$ cat config.mk
export PLATFORM = sky130hd
export DESIGN_NAME = regfile_dump_reader
export DESIGN_NICKNAME = d
export VERILOG_FILES = /design/src/rtl/rv_debug_pkg.sv /design/src/rtl/regfile_dump_reader.sv
export SDC_FILE = /design/constraint.sdc
export NUM_CORES = 1
export LEC_CHECK = 0
export ABC_AREA = 1
export BUFFER_PORTS_ARGS = -buffer_cell sky130_fd_sc_hd__buf_4
export CAP_MARGIN = 5
export CORE_AREA = 8 8 72 74
export CTS_CLUSTER_SIZE = 20
export DETAILED_ROUTE_END_ITERATION = 16
export DIE_AREA = 0 0 80 82
export HOLD_SLACK_MARGIN = 0.05
export PLACE_DENSITY = 0.83
export SYNTH_ARGS = -nofsm -noshare
export SYNTH_HDL_FRONTEND = slang
export SYNTH_SLANG_ARGS = --single-unit
$ cat constraint.sdc
create_clock -name clk -period 3.55 [get_ports clk]
set_clock_uncertainty 0.1 [all_clocks]
set_input_delay 0 -clock clk [delete_from_list [all_inputs] [get_ports clk]]
set_output_delay 0 -clock clk [all_outputs]
set_load 0.005 [all_outputs]
$ cat src/rtl/rv_debug_pkg.sv
// Shared debug-side definitions for the register-file dump/load engines.
package rv_debug_pkg;

  localparam int REG_COUNT  = 32;
  localparam int REG_ADDR_W = 5;
  localparam int XLEN       = 32;

  typedef enum logic [1:0] {
    IDLE = 2'd0,
    READ = 2'd1,
    SEND = 2'd2,
    FIN  = 2'd3
  } dump_state_e;

endpackage

$ cat src/rtl/regfile_dump_reader.sv
// Walks a contiguous range of the register file through a borrowed read port
// and streams each word out over a valid/ready interface.
module regfile_dump_reader
  import rv_debug_pkg::*;
#(
  parameter int DATA_W    = XLEN,
  parameter int ADDR_W    = REG_ADDR_W,
  parameter int FIRST_REG = 0,
  parameter int LAST_REG  = REG_COUNT - 1
) (
  input  logic              clk,
  input  logic              reset,
  input  logic              start,
  input  logic              abort,
  output logic [ADDR_W-1:0] dbg_raddr,
  input  logic [DATA_W-1:0] dbg_rdata,
  output logic              busy,
  output logic              out_valid,
  input  logic              out_ready,
  output logic [DATA_W-1:0] out_data,
  output logic [ADDR_W-1:0] out_index,
  output logic              done
);

  localparam logic [ADDR_W-1:0] FirstIdx = ADDR_W'(FIRST_REG);
  localparam logic [ADDR_W-1:0] LastIdx  = ADDR_W'(LAST_REG);

  dump_state_e       state, stateNext;
  logic [ADDR_W-1:0] idx, idxNext;
  logic              validNext, doneNext;
  logic [DATA_W-1:0] dataNext;
  logic [ADDR_W-1:0] indexNext;

  assign dbg_raddr = idx;
  assign busy      = (state != IDLE);

  always_ff @(posedge clk or posedge reset) begin
    if (reset) begin
      state     <= IDLE;
      idx       <= FirstIdx;
      out_valid <= 1'b0;
      out_data  <= '0;
      out_index <= '0;
      done      <= 1'b0;
    end else begin
      state     <= stateNext;
      idx       <= idxNext;
      out_valid <= validNext;
      out_data  <= dataNext;
      out_index <= indexNext;
      done      <= doneNext;
    end
  end

  // Abort wins over everything outside IDLE; a word accepted on the abort edge still counts.
  always_comb begin
    stateNext = state;
    idxNext   = idx;
    validNext = out_valid;
    dataNext  = out_data;
    indexNext = out_index;
    doneNext  = 1'b0;
    unique case (state)
      IDLE: begin
        if (start) begin
          idxNext   = FirstIdx;
          stateNext = READ;
        end
      end
      READ: begin
        if (abort) begin
          validNext = 1'b0;
          stateNext = IDLE;
        end else begin
          dataNext  = dbg_rdata;
          indexNext = idx;
          validNext = 1'b1;
          stateNext = SEND;
        end
      end
      SEND: begin
        if (abort) begin
          validNext = 1'b0;
          stateNext = IDLE;
        end else if (out_valid && out_ready) begin
          validNext = 1'b0;
          if (idx == LastIdx) begin
            doneNext  = 1'b1;
            stateNext = FIN;
          end else begin
            idxNext   = idx + 1'b1;
            stateNext = READ;
          end
        end
      end
      FIN: begin
        stateNext = IDLE;
      end
      default: stateNext = IDLE;
    endcase
  end

endmodule

==> results_dict.tcl, run 1 <==
set metrics [dict create \
    status "finished clean" \
    worst_pin_slew_ns 0.934 \
    worstSetupPathType "reg -> reg" \
    vias 1922 \
    fmaxAchievable_ghz 0.471 \
    multi_input_area_um2 696 \
    ys_seq_area_frac 0.587 \
    cts_setup_buffers 0 \
    switching_share 0.351 \
    drtIter0Drc 101 \
    antenna_found_initial 0 \
    pin_count 82 \
    ir_drop_mv 0.401 \
    grt_overflow 0 \
    clkPwrFrac 0.174 \
    post_drt_wl_per_cell_um 14.0 \
    crit_fanout 38 \
    synthesis.nets 272 \
    stdcell_count 401 \
    p_switching_mw 0.733 \
    drc 0 \
    synthCells 233 \
    comb_power_share 0.416 \
    dp.cells 357 \
    path_clk_slew_ns 0.08 \
    synthDistinctLibCells 14 \
    n_fill_cell 337 \
    syn_to_final_growth_pct 55.6 \
    numPortBuffers 81 \
    dieWidth_um 80 \
    finalNetCount 387 \
    route.final.wire_length_mm 5.61 \
    cap_viol_max_count 0 \
    ant_nets 0 \
    syn_area_um2 1960 \
    initial_utilization 0.473 \
    hp-class "in -> reg" \
    required_ns 3.63 \
    mostFrequentLayoutCells "nand2_1, buf_4, dfrtp_1" \
    layout_commonest_cell "nand2_1" \
    synth_seq_cells 46 \
    clock_sinks 46 \
    core_um2 4140 \
    numCtsBuffers 5 \
    synthTopCellsByArea "dfrtp_1, nand2_1, nand3_1" \
    syn_avg_cell_area_um2 8.41 \
    slew_violations 0 \
    vias_per_cell 4.79 \
    synth_top_area_cell "dfrtp_1" \
    p_seq_frac 0.411 \
    grtUsageTotal 0.174 \
    dieHeight_um 82 \
    grt_pass1_wl_mm 9.03 \
    worstPathArrival_ns 2.20 \
    cts_max_level 2 \
    setup_tns_ns 0 \
    antenna_cells 0 \
    rsz0062_at_grt "false" \
    setup_viol 0 \
    timing.hold.ws_ns 0.0763 \
    synth_top_area_frac 0.587 \
    cts-root-buf "clkbuf_8" \
    final_util 0.736 \
    relSlewSlack 0.377 \
    power.static_leakage_nw 1.69 \
    drtPass1Iterations 4 \
    rows 24 \
    drive_gt1_frac 0.269 \
    clockBufferDepth 2 \
    grt_max_degree 47 \
    power_density_nw_per_um2 684 \
    grt_pass1_vias 1907 \
    place_congestion 0.779 \
    yosys_warnings 0 \
    regArea_um2 1150 \
    fin_crit_sh 0.598 \
    hpwl_mm 3.64 \
    crit_path_end_kind "register" \
    cts_tree "yes" \
    clk_latency_ns 0.29 \
    fin_crit_ns 2.12 \
    fp.dieArea_um2 6560 \
    p_int_mw 1.35 \
    hold_violations 0 \
    startpoint_type "register" \
]
through the flow:
step	setup WS, ns	power, mW	area, um2
finish	1.43	2.09	3050
global route	1.21	2.26	3050
CTS	1.41	2.10	3050
detailed placement	1.42	1.70	2580
global placement	1.48	1.66	2580
floorplan	1.97	1.27	1960
power by group through the flow:
stage / clock (mW) / combinational [mW] / sequential, mW
global route: 0.393 / 0.976 / 0.888
CTS: 0.369 / 0.877 / 0.854
finish: 0.363 / 0.868 / 0.857
detailed placement: 0 / 0.833 / 0.864
global placement: 0 / 0.802 / 0.857
floorplan: 0 / 0.407 / 0.865
worst max-delay path: stages (launching register included):
cell and delay [ns]:
dfrtp_1 0.40, inv_1 0.07, nor2_2 0.07, buf_4 0.34, nand2_1 0.48, buf_4 0.38
nand2_1 0.09, nand2_1 0.07
cell type report:
class                      count  area share
timing repair buffer         120       0.325
multi-input combinational    165       0.228
clock buffer                   8      0.0361
sequential                    46       0.377
inverter                      10      0.0123
tap                           52      0.0213
final timing paths:
check	startpoint	endpoint	slack, ns	cells after the start
setup / recovery	state[0]	out_data[28]	1.43	7
hold / removal	start	dbg_raddr[2]	0.08	6
setup reg to reg	state[0]	out_data[28]	1.43	7
hold reg to reg	out_index[4]	out_index[4]	0.38	2
max in group asynchronous	reset	out_data[14]	2.37	3
min in group asynchronous	reset	out_data[9]	0.40	3
layer usage:
| metal | up-vias | global-route usage | wire length, um |
|---|---|---|---|
| li1 | 956 | - | - |
| met1 | 904 | 0.190 | 2110 |
| met2 | 56 | 0.304 | 3030 |
| met3 | 6 | 0.0624 | 380 |
| met4 | 0 | 0.0636 | 87 |
| met5 | - | 0 | 0 |
timing repair:
action                                 4_1_cts  5_1_grt
resized for setup                            0        0
endpoints found under the hold margin       80        0
hold buffers                                36        0
cell usage after synthesis:
master    count
clkbuf_1      2
o21ai_1       1
buf_6         3
inv_1        10
nor2_1       17
o21ai_0       1
nand3_1      38
buf_2         6
a21oi_1       2
nand3b_1      1
dfrtp_1      46
ha_1          2
buf_4         1
nand2_1     103
flip-flops by register name, indices dropped and copies added (netlist names):
register and flops:
dbg_raddr 5, done 1, out_data 32, out_index 5, out_valid 1, state 2
logic make-up after synthesis:
logic type               share of synthesized area
flip-flops                                   0.587
AND/OR/NAND/NOR                              0.331
buffers and inverters                       0.0594
AO/OA/AOI/OAI                               0.0102
adder cells (fa/ha/maj)                     0.0128
(Power assumes the default switching activity.)
==> run 2, diff against run 1 <==
--- a/config.mk
+++ b/config.mk
@@ -5,15 +5,15 @@
 export SDC_FILE = /design/constraint.sdc
 export NUM_CORES = 1
 export LEC_CHECK = 0
-export ABC_AREA = 1
+export ABC_AREA = 0
 export BUFFER_PORTS_ARGS = -buffer_cell sky130_fd_sc_hd__buf_4
 export CAP_MARGIN = 5
-export CORE_AREA = 8 8 72 74
+export CORE_AREA = 8 8 78 80
 export CTS_CLUSTER_SIZE = 20
 export DETAILED_ROUTE_END_ITERATION = 16
-export DIE_AREA = 0 0 80 82
+export DIE_AREA = 0 0 86 88
 export HOLD_SLACK_MARGIN = 0.05
-export PLACE_DENSITY = 0.83
+export PLACE_DENSITY = 0.76
 export SYNTH_ARGS = -nofsm -noshare
 export SYNTH_HDL_FRONTEND = slang
 export SYNTH_SLANG_ARGS = --single-unit
==> constraint.sdc (replaced) <==
create_clock -name clk -period 1.73 [get_ports clk]
set_clock_uncertainty 0.1 [all_clocks]
set_input_delay 0 -clock clk [delete_from_list [all_inputs] [get_ports clk]]
set_output_delay 0 -clock clk [all_outputs]
set_load 0.005 [all_outputs]
==> run 2 against run 1 <==
The flow now finishes with violations (setup timing). Clock power increased by 110%. Wire length is 2.3% lower. Sequential share of layout area decreased by 2.6 points. Critical path type unchanged. Highest routed layer unchanged.
==> results_dict.tcl, run 2 <==
set metrics [dict create \
    required_ns 1.85 \
    fmaxAchievable_ghz 0.536 \
    setup_viol 5 \
    synthesis.nets 166 \
    rsz0062_at_grt "true" \
    ys_seq_area_frac 0.566 \
    vias_per_cell 4.66 \
    status "finished with violations" \
    relSlewSlack 0.622 \
    grt_overflow 0 \
    grt_pass1_vias 1700 \
    dieWidth_um 86 \
    worstPathArrival_ns 1.98 \
    drtPass1Iterations 4 \
    yosysMostFrequentCell "dfrtp_1" \
    ys_async_sr_fraction 1.00 \
    reg2reg_depth 6 \
    top_register "out_data" \
    synth_edf_count 0 \
    syn_area_um2 2030 \
    route.final.wire_length_mm 5.48 \
    hp-class "in -> async" \
    antenna_cells 0 \
    vias 1528 \
    fp.dieArea_um2 7570 \
    crit_fanout 5 \
    layout_commonest_cell "buf_4" \
    syn_avg_cell_area_um2 16.0 \
    numCtsBuffers 5 \
    place_congestion 0.755 \
    yosys-top-cells-count "dfrtp_1, mux2_4, mux2_1" \
    fin_ws_ns -0.136 \
    worst_pin_slew_ns 0.566 \
    initial_utilization 0.414 \
    power.static_leakage_nw 1.61 \
    syn_to_final_growth_pct 61.0 \
    cts-root-buf "clkbuf_8" \
    pin_count 82 \
    grt_pass1_wl_mm 8.91 \
    fin_crit_ns 1.87 \
    total_power_mw 4.54 \
    clock_sinks 46 \
    startpoint_type "register" \
    ant_nets 0 \
    fin_crit_sh 1.08 \
    numPortBuffers 81 \
    grtUsageTotal 0.150 \
    dieHeight_um 88 \
    synth_top_area_frac 0.566 \
    path_clk_slew_ns 0.09 \
    core_um2 4910 \
    clk_latency_ns 0.29 \
    largest_register_ffs 32 \
    cap_viol_max_count 0 \
    cts_tree "yes" \
    drtIter0Drc 42 \
    n_fill_cell 355 \
    synthDistinctLibCells 27 \
    slew_violations 0 \
    post_drt_wl_per_cell_um 16.7 \
    clockBufferDepth 2 \
    crit_path_end_kind "register" \
    power_density_nw_per_um2 1390 \
    synthFlopType "dfrtp_1" \
    yosys_warnings 0 \
    finalNetCount 296 \
    synth_seq_cells 46 \
    rows 26 \
    grt_max_degree 26 \
    drive_gt1_frac 0.539 \
    antenna_found_initial 0 \
    failed_checks "setup timing" \
    cts_max_level 2 \
    synthCells 127 \
    synth_top_area_cell "dfrtp_1" \
    synthTopCellsByArea "dfrtp_1, mux2_4, mux2_1" \
    drc 0 \
    mostFrequentLayoutCells "buf_4, dfrtp_1, dlygate4sd3_1" \
    pre_cts_ws_ns -0.181 \
    hold_violations 0 \
    ir_drop_mv 0.601 \
    worstSetupPathType "reg -> reg" \
    hpwl_mm 3.64 \
]
[run 2: changes by cell type in the layout (fill, tap and decap cells not counted), sizes merged, moves of 4 or more]
cell    change
nand2      -99
nand3      -38
mux2       +37
nor2       -16
buf         +8
inv         -6
a31oi       +4
nand2b      +4
[run 2: cell families after synthesis]
family,count (synthesis),share of synthesized area
flip-flops,46,0.566
multiplexers,40,0.275
AND/OR/NAND/NOR,19,0.0634
AO/OA/AOI/OAI,11,0.0381
buffers and inverters,9,0.0449
adder cells (fa/ha/maj),2,0.0123
[run 2: worst max-delay path, stage by stage, from the launching register on]
cell      delay [ns]
dfrtp_1         0.39
ha_2            0.19
and3_4          0.15
ha_4            0.15
nand3b_1        0.21
a221oi_4        0.37
mux2i_1         0.23
[run 2: final timing paths]
check	slack, ns	endpoint	startpoint
worst max-delay path	-0.14	dbg_raddr[4]	dbg_raddr[0]
worst min-delay path	0.23	out_data[17]	reset
worst max register to register	-0.14	dbg_raddr[4]	dbg_raddr[0]
worst min register to register	0.40	out_index[3]	out_index[3]
max in group asynchronous	0.77	out_data[22]	reset
min in group clk	0.34	state[1]	abort
[run 2: power breakdown]
group          switching (mW)  leakage [nW]  total, mW  internal, mW
sequential              0.280         0.568       1.79          1.51
clock                   0.350        0.0579      0.775         0.425
combinational           0.654         0.982       1.97          1.32
[run 2: layer usage]
| metal | part of all wire | global-route usage | vias up |
|---|---|---|---|
| met3 | 0.054 | 0.0450 | 4 |
| met4 | 0.0055 | 0.0334 | 0 |
| li1 | - | - | 707 |
| met5 | 0 | 0 | - |
| met2 | 0.51 | 0.262 | 49 |
| met1 | 0.43 | 0.176 | 768 |
[run 2: timing repair]
item,in CTS,in global routing
hold buffers,36,0
setup buffers,1,0
pin swaps,5,0
resized for setup,0,0
endpoints found under the setup margin,5,5
endpoints found under the hold margin,63,0
[run 2: final cells by class]
class / instances / area, um2 / area share
Sequential cell: 46 / 1150 / 0.352
Timing Repair Buffer: 128 / 1090 / 0.333
Multi-Input combinational cell: 72 / 822 / 0.251
Tap cell: 70 / 87.6 / 0.0268
Clock buffer: 5 / 68.8 / 0.0210
Clock inverter: 3 / 40.0 / 0.0122
Inverter: 4 / 15.0 / 0.00459
[run 2: per-stage QoR]
| step | area, um2 | util | TNS [ns] | instances | hold slack (ns) |
|---|---|---|---|---|---|
| global route | 3270 | 0.666 | -0.882 | 328 | 0.284 |
| detailed placement | 2800 | 0.569 | -0.731 | 283 | -0.000211 |
| CTS | 3270 | 0.666 | -0.510 | 328 | 0.238 |
| floorplan | 2060 | - | -0.532 | 127 | -0.0336 |
| finish | 3270 | 0.666 | -0.517 | 328 | 0.231 |
| global placement | 2800 | 0.569 | -0.540 | 283 | -0.0138 |
==> run 3, diff against run 2 <==
--- a/config.mk
+++ b/config.mk
@@ -8,12 +8,12 @@
 export ABC_AREA = 0
 export BUFFER_PORTS_ARGS = -buffer_cell sky130_fd_sc_hd__buf_4
 export CAP_MARGIN = 5
-export CORE_AREA = 8 8 78 80
+export CORE_AREA = 8 8 100 102
 export CTS_CLUSTER_SIZE = 20
 export DETAILED_ROUTE_END_ITERATION = 16
-export DIE_AREA = 0 0 86 88
+export DIE_AREA = 0 0 108 110
 export HOLD_SLACK_MARGIN = 0.05
-export PLACE_DENSITY = 0.76
+export PLACE_DENSITY = 0.49
 export SYNTH_ARGS = -nofsm -noshare
 export SYNTH_HDL_FRONTEND = slang
 export SYNTH_SLANG_ARGS = --single-unit
==> run 3 against run 2 <==
The run still ends with setup timing left. Highest routed layer unchanged. Sequential share of layout area down 0.50 points. Global-route usage decreased by 5.9 points. Sequential power about the same. Clock power up 2%. Largest cell class unchanged. Combinational power is essentially flat. Cell count up 12%. Worst setup slack worse by 0.026 ns. Non-clock buffer count unchanged. First-iteration DRC count down 14%. Via count shrank 3.4%. Power down 0.44%. Critical path type unchanged.
==> results_dict.tcl, run 3 (same netlist as run 2, synthesis figures left out) <==
set metrics [dict create \
    fin_ws_ns -0.162 \
    setup_viol 5 \
    crit_chain "ha_2 -> and3_4 -> ha_4 -> nand3b_1 -> a221oi_4 -> mux2i_1" \
    n_fill_cell 803 \
    drc 0 \
    ir_drop_mv 0.418 \
    drive_gt1_frac 0.527 \
    clock_sinks 46 \
    path_clk_slew_ns 0.09 \
    core_um2 8470 \
    drtIter0Drc 36 \
    r2r_end "dbg_raddr[4]" \
    total_power_mw 4.52 \
    cts-root-buf "clkbuf_8" \
    reg2reg_depth 6 \
    crit_fanout 5 \
    hold_violations 0 \
    min_path_cells 3 \
    worst_r2r_startpoint "dbg_raddr[0]" \
    rrSetupSlack_ns -0.16 \
    cts_resized 0 \
    dp.cells 319 \
    fin_crit_ns 1.89 \
    route.final.wire_length_mm 5.27 \
    mostFrequentLayoutCells "buf_4, dfrtp_1, dlygate4sd3_1" \
    hp-class "in -> reg" \
    layout_commonest_cell "buf_4" \
    min_to "state[1]" \
    pin_count 82 \
    timing.hold.ws_ns 0.330 \
    largest_register_ffs 32 \
    slew_violations 0 \
    top_register "out_data" \
    critical_path.max_stage_delay_ns 0.40 \
    worst_pin_slew_ns 0.360 \
    hpwl_mm 3.57 \
    slowest_stage "dfrtp_1" \
    grtUsageTotal 0.0907 \
    grt_overflow 0 \
    startpoint_type "register" \
    fin_area_um2 3320 \
    clk_latency_ns 0.29 \
    crit_path_end_kind "register" \
    grt_pass1_wl_mm 8.50 \
    rsz0062_at_grt "true" \
    power_density_nw_per_um2 1360 \
    place_congestion 0.719 \
    post_drt_wl_per_cell_um 14.4 \
    vias_per_cell 4.03 \
    vias 1476 \
    dpl-instance-area_um2 2830 \
    antenna_found_initial 0 \
    required_ns 1.85 \
    finalNetCount 296 \
    grt_pass1_vias 1683 \
    status "finished with violations" \
    worstHoldStart "abort" \
    numCtsBuffers 5 \
    worstSetupPathType "reg -> reg" \
    cts_max_level 2 \
    fmaxAchievable_ghz 0.528 \
    syn_to_final_growth_pct 63.3 \
    fp.dieArea_um2 11900 \
    worstPathArrival_ns 2.01 \
    grt_max_degree 44 \
    dieHeight_um 110 \
    cap_viol_max_count 0 \
    relSlewSlack 0.760 \
    power.static_leakage_nw 1.60 \
    ant_nets 0 \
    antenna_cells 0 \
    initial_utilization 0.240 \
    dieWidth_um 108 \
    numPortBuffers 81 \
    cts_tree "yes" \
    fin_crit_sh 1.09 \
    drtPass1Iterations 3 \
    pre_cts_ws_ns -0.208 \
    stdcell_count 366 \
    clockBufferDepth 2 \
    failed_checks "setup timing" \
    rows 34 \
]
[run 3: changes by cell type in the layout (fill, tap and decap cells not counted), sizes merged]
cell         change
clkbuf           +2
clkinv           -2
buf              -1
dlygate4sd3      +1
[run 3: worst max-delay path: cells and delay by family (launching register included)]
family	cells	cell delay, ns
flip-flops	1	0.40
AND/OR/NAND/NOR	2	0.36
adder cells (fa/ha/maj)	2	0.34
multiplexers	1	0.23
AO/OA/AOI/OAI	1	0.39
[run 3: worst max-delay path by stage]
stage	from	end	slack, ns
2_1_floorplan	dbg_raddr[0]	dbg_raddr[1]	-0.13
4_1_cts	dbg_raddr[0]	dbg_raddr[4]	-0.16
6_report	dbg_raddr[0]	dbg_raddr[4]	-0.16
3_3_place_gp	dbg_raddr[1]	dbg_raddr[1]	-0.15
5_1_grt	dbg_raddr[0]	dbg_raddr[4]	-0.26
3_5_place_dp	dbg_raddr[1]	dbg_raddr[4]	-0.21
[run 3: cell type report]
class / instances / area, um2 / area share
clock buffers: 7 / 76.3 / 0.0230
inverters: 4 / 15.0 / 0.00452
well taps: 108 / 135 / 0.0407
clock inverters: 1 / 30.0 / 0.00904
repair buffers: 128 / 1090 / 0.329
flip-flops and latches: 46 / 1150 / 0.347
multi-input cells: 72 / 822 / 0.248
[run 3: what timing repair did]
| item | CTS | global route |
|---|---|---|
| hold endpoints to repair | 85 | 0 |
| setup buffers | 2 | 0 |
| hold buffers | 37 | 0 |
| setup endpoints to repair | 5 | 5 |
| pin swaps | 4 | 0 |
[run 3: layer usage]
layer  share of wire  track usage  vias to the layer above  wire length, um
met3           0.050       0.0308                       10              265
met4           0.014       0.0297                        0               76
li1                -            -                      706                -
met1            0.42        0.104                      722             2210
met2            0.52        0.155                       38             2730
met5               0            0                        -                0
[run 3: power breakdown]
part | switching, mW | internal, mW
combinational | 0.623 | 1.32
sequential | 0.271 | 1.51
clock | 0.358 | 0.433
total | 1.25 | 3.27
[run 3: per-stage QoR]
stage                      util  TNS, ns
after floorplan               -   -0.532
after global placement    0.334   -0.663
after detailed placement  0.334   -0.909
after CTS                 0.392   -0.663
after global routing      0.392    -1.07
final                     0.392   -0.637
